**src/rtl/store_buffer.sv**
```systemverilog
// Write-posting store buffer between the core's data port and a memory that can refuse writes.
// Stores drain in program order; loads see the youngest buffered store to the same word.
module store_buffer #(
  parameter int DEPTH = 4,
  parameter int PTR_W = 2
) (
  input  logic        clk,
  input  logic        reset,
  input  logic [31:0] cpu_a,
  input  logic        cpu_we,
  input  logic [31:0] cpu_wd,
  output logic [31:0] cpu_rd,
  output logic        cpu_stall,
  output logic [31:0] mem_ra,
  input  logic [31:0] mem_rd,
  output logic [31:0] mem_wa,
  output logic [31:0] mem_wd,
  output logic        mem_we,
  input  logic        mem_wready,
  output logic        busy
);

  typedef struct packed {
    logic [29:0] addr;
    logic [31:0] data;
  } entry_t;

  entry_t             ent [DEPTH];
  logic [PTR_W-1:0]   head, tail;
  logic [PTR_W:0]     count;
  logic               full, empty, push, pop;

  assign full      = (count == (PTR_W+1)'(DEPTH));
  assign empty     = (count == '0);
  // A pop in the same cycle does not free a slot for a full-buffer push.
  assign push      = cpu_we && !full;
  assign pop       = mem_we && mem_wready;

  assign cpu_stall = cpu_we && full;
  assign mem_ra    = cpu_a;
  assign mem_we    = !empty;
  assign busy      = !empty;
  assign mem_wa    = {ent[head].addr, 2'b00};
  assign mem_wd    = ent[head].data;

  always_ff @(posedge clk or posedge reset) begin
    if (reset) begin
      head  <= '0;
      tail  <= '0;
      count <= '0;
    end else begin
      if (push) tail <= tail + 1'b1;
      if (pop)  head <= head + 1'b1;
      case ({push, pop})
        2'b10:   count <= count + 1'b1;
        2'b01:   count <= count - 1'b1;
        default: count <= count;
      endcase
    end
  end

  // Entry payload needs no reset; validity comes only from head/count.
  always_ff @(posedge clk) begin
    if (push) ent[tail] <= '{addr: cpu_a[31:2], data: cpu_wd};
  end

  // Walk oldest to youngest so the last match is the youngest store.
  always_comb begin
    cpu_rd = mem_rd;
    for (int i = 0; i < DEPTH; i++) begin
      if (((PTR_W+1)'(i) < count) && (ent[head + PTR_W'(i)].addr == cpu_a[31:2]))
        cpu_rd = ent[head + PTR_W'(i)].data;
    end
  end

endmodule

```
**config.mk**
```make
export PLATFORM = sky130hd
export DESIGN_NAME = store_buffer
export DESIGN_NICKNAME = d
export VERILOG_FILES = /design/src/rtl/store_buffer.sv
export SDC_FILE = /design/constraint.sdc
export NUM_CORES = 1
export LEC_CHECK = 0
export ABC_AREA = 1
export CAP_MARGIN = 30
export CORE_ASPECT_RATIO = 1.1
export CORE_UTILIZATION = 50
export CTS_BUF_LIST = sky130_fd_sc_hd__clkbuf_8 sky130_fd_sc_hd__clkbuf_16
export CTS_CLUSTER_DIAMETER = 100
export DETAILED_ROUTE_END_ITERATION = 6
export PLACE_DENSITY = 0.76
export REMOVE_ABC_BUFFERS = 1
export SLEW_MARGIN = 30
export SYNTH_ARGS = -nofsm -noshare
export SYNTH_HDL_FRONTEND = slang
export SYNTH_SLANG_ARGS = --single-unit
```
**constraint.sdc**
```tcl
create_clock -name clk -period 3.82 [get_ports clk]
set_input_delay 0.764 -clock clk [delete_from_list [all_inputs] [get_ports clk]]
set_output_delay 0.764 -clock clk [all_outputs]
set_load 0.01 [all_outputs]
```
==> flow_summary_export.csv <==
group,metric,value,unit
die,start_util,50.6,%
route,firstDrtPassIters,7,
status,status,"finished with violations",
route,ant_nets,0,
run,drv_cap,0,
route,highest_layer,"met5",
final_layout,final_nets,3337,
timing,slew_headroom,61.5,%
die,fp-row-count,74,
final_layout,stdcell_area,0.0253,mm²
yosys,synth_edf_count,248,
timing,hold_viol,0,
route,dr_wl_met2,31500,µm
clock_tree,cts.sinks,255,
place,gp_congestion,1.00,
final_layout,drive_above_1_share,16.6,%
clock_tree,clk_pin_slew,60,ps
power,p_comb_share,68.9,%
power,power.density,829,mW/mm²
die,core_area,0.0370,mm²
yosys,synth_top_cell_area_share,39.7,%
yosys,synth.mux.area_fraction,0,%
worst_setup_path,required,3060,ps
yosys,synth-async-reset-ratio,2.75,%
clock_tree,cts-hold-fix-buffers,0,
place,dp.cells,3628,
clock_tree,insertion_delay,560,ps
clock_tree,clk_path_buf_depth,3,
yosys,synth_top_family_by_area,"simple AND/OR/NAND/NOR gates",
route,drc_errors,6,
route,wl_per_cell,17.8,µm
clock_tree,clk_root_buffer_cell,"clkbuf_16",
grt,antenna_found_initial,1,
die,die_h,205,µm
yosys,postSynthAreaPerCell,6.59,µm²
power,p_int,11000,µW
clock_tree,htree_levels,1,
final_layout,utilization,68.3,%
route,wl,66400,µm
route,via_per_inst,5.50,
yosys,synth.area.top_cells,"edfxtp_1 40%, nand2_1 28%, nand3_1 8.4%",
final_layout,area_growth,35.0,%
grt,grt.total_usage,32.7,%
clock_tree,tritoncts.num_buffers,28,
timing,worstMarginPinSlew,577,ps
yosys,synth_fa_ha_area_share,0.601,%
power,clkPwrFrac,12.1,%
timing,max_freq,231,MHz
power,power_leakage,0.0124,µW
yosys,synth_xor_area_share,1.54,%
worst_setup_path,startpoint_type,"flip-flop",
timing,clock_skew,12.6,ps
worst_setup_path,rrSetupSlack,1520,ps
timing,setup-violations-final,32,
grt,grt_pass1_vias,19252,
yosys,synth_ff_type,"edfxtp_1",
worst_setup_path,crit_path_max_fanout,8,
yosys,ys_ff_latch,255,
status,failed_checks,"DRC, setup timing",
route,first_iter_violations,2013,
timing,rsz0062_at_grt,"true",
power,p_total,21000,µW
yosys,yosysWarnings,0,
power,p_switching,9980,µW
yosys,synth_top_area_cell,"edfxtp_1",
worst_setup_path,crit_type,"flip-flop to output port",
power,seqPwrFrac,19.0,%
power,ir_drop,506,µV
grt,grt_max_degree,69,
route,met3_length,6750,µm
yosys,netlist_instances,2846,
route,met1_length,24100,µm
route,num_vias,20583,
timing,setup_ws,-500,ps
grt,grt_overflow_total,0,
timing,slew_viol_final,0,
final_layout,fin_cells,3741,
die,io_pins,231,
grt,grt_pass1_wl,99400,µm
worst_setup_path,critPathArrivalTime,3560,ps
worst_setup_path,critPathCaptureType,"output port",
timing,timing.final.crit_share,113,%
place,place_area,0.0228,mm²
yosys,synth_compound_area_share,6.27,%
clock_tree,tritoncts,"built",
timing,finalCriticalPeriod,4320,ps
place,place_hpwl,42000,µm
die,die_w,187,µm
min_path,hold_path_class,"input port to async pin",
yosys,synth_seq_area_share,40.7,%
timing,fin_hold_ws,435,ps
yosys,yosys.area_share.simple,39.6,%
yosys,synth_cell_types,28,
yosys,syn-cell-area,0.0187,mm²
power,power_switching_share,47.6,%
die,dieArea,0.0383,mm²
final_layout,antennaDiodeCount,0,
place,portBuffers,224,
cells in the final DEF (no fill, tap or decap), types with 34 or more instances in the layout:
| cell | netlist | final |
|---|---|---|
| buf_4 | 51 | 216 |
| nand3_1 | 315 | 300 |
| edfxtp_1 | 248 | 248 |
| nor2_1 | 76 | 55 |
| buf_12 | 0 | 34 |
| nand2_1 | 1415 | 1332 |
| nand2_2 | 2 | 62 |
| clkdlybuf4s50_1 | 0 | 192 |
| o21ai_0 | 168 | 160 |
| clkbuf_16 | 0 | 37 |
| inv_1 | 293 | 284 |
path summary, 6_finish.rpt:
kind                           from         end  cells after the start
setup / recovery            head[0]  cpu_rd[27]                     24
max in group asynchronous     reset     head[1]                      2
setup reg to reg           count[2]    count[2]                      8
min in group clk           count[0]    count[0]                      1
hold reg to reg            count[0]    count[0]                      1
hold / removal                reset     tail[0]                      2
per-stage QoR:
| step | setup WS [ps] | setup TNS, ps |
|---|---|---|
| floorplan | -8530 | -707390 |
| global placement | -538 | -14190 |
| detailed placement | -591 | -15700 |
| CTS | -400 | -8450 |
| global route | -599 | -17230 |
| finish | -500 | -14030 |
sequential cells by signal, indices dropped and copies added, names as in the netlist:
signal	count
head	2
ent	248
tail	2
count	3
synthesized netlist by cell type, types with 17 or more instances:
cell type	n
nor2_1	76
clkbuf_1	52
buf_2	48
nand4_1	25
a21oi_1	35
nand3_1	315
buf_4	51
o21ai_0	168
buf_1	17
edfxtp_1	248
xor2_1	31
nand2_1	1415
inv_1	293
cell type report:
cell class	instances	area (µm²)
sequential	255	7630
fill	2946	11700
tap	494	618
clock buffer	29	726
multi-input combinational	2117	9620
timing repair buffer	530	5470
inverter	296	1130
clock inverter	20	114
metal layers:
metal | vias to the layer above | global-route usage (%)
met1 | 9300 | 39.0
met5 | - | 0
met2 | 1244 | 57.1
met4 | 2 | 17.7
li1 | 9760 | -
met3 | 277 | 4.81
critical path, stage by stage, from the launching register on:
cell and delay [ps]:
dfrtp_4 530, buf_12 180, nand2_8 90, nand2_8 110, buf_12 170, buf_6 120, nand2_4 50, buf_6 90
nand2_1 50, nand2_1 70, nand2_1 70, nor2_1 140, nand2_1 90, nor2_2 160, nand2_2 100, nor2_4 130
buf_6 110, buf_6 120, buf_16 140, buf_12 110, a21oi_2 40, nand2_1 70, nand2_1 50, nand2_1 50
buf_2 120
power by group through the flow:
stage / registers [µW] / logic, µW / clock network, µW
finish: 3990 / 14500 / 2540
global route: 4040 / 15700 / 2650
CTS: 3980 / 13500 / 2540
detailed placement: 4030 / 12200 / 0
global placement: 4000 / 12000 / 0
floorplan: 4380 / 6580 / 0
logic make-up after synthesis:
logic type	Yosys count
buffers and inverters	475
xor gates and xnor gates	33
and+or+nand+nor	1846
AOI/OAI and AO/OA	227
adders and majority gates	9
other	1
DFF	255
timing repair:
action | 4_1_cts | 5_1_grt
gates cloned | 14 | 9
pin swaps | 21 | 53
setup endpoints to repair | 36 | 47
buffers inserted | 33 | 11
gates resized for setup | 239 | 150
Power figures use the tool's default switching activity.
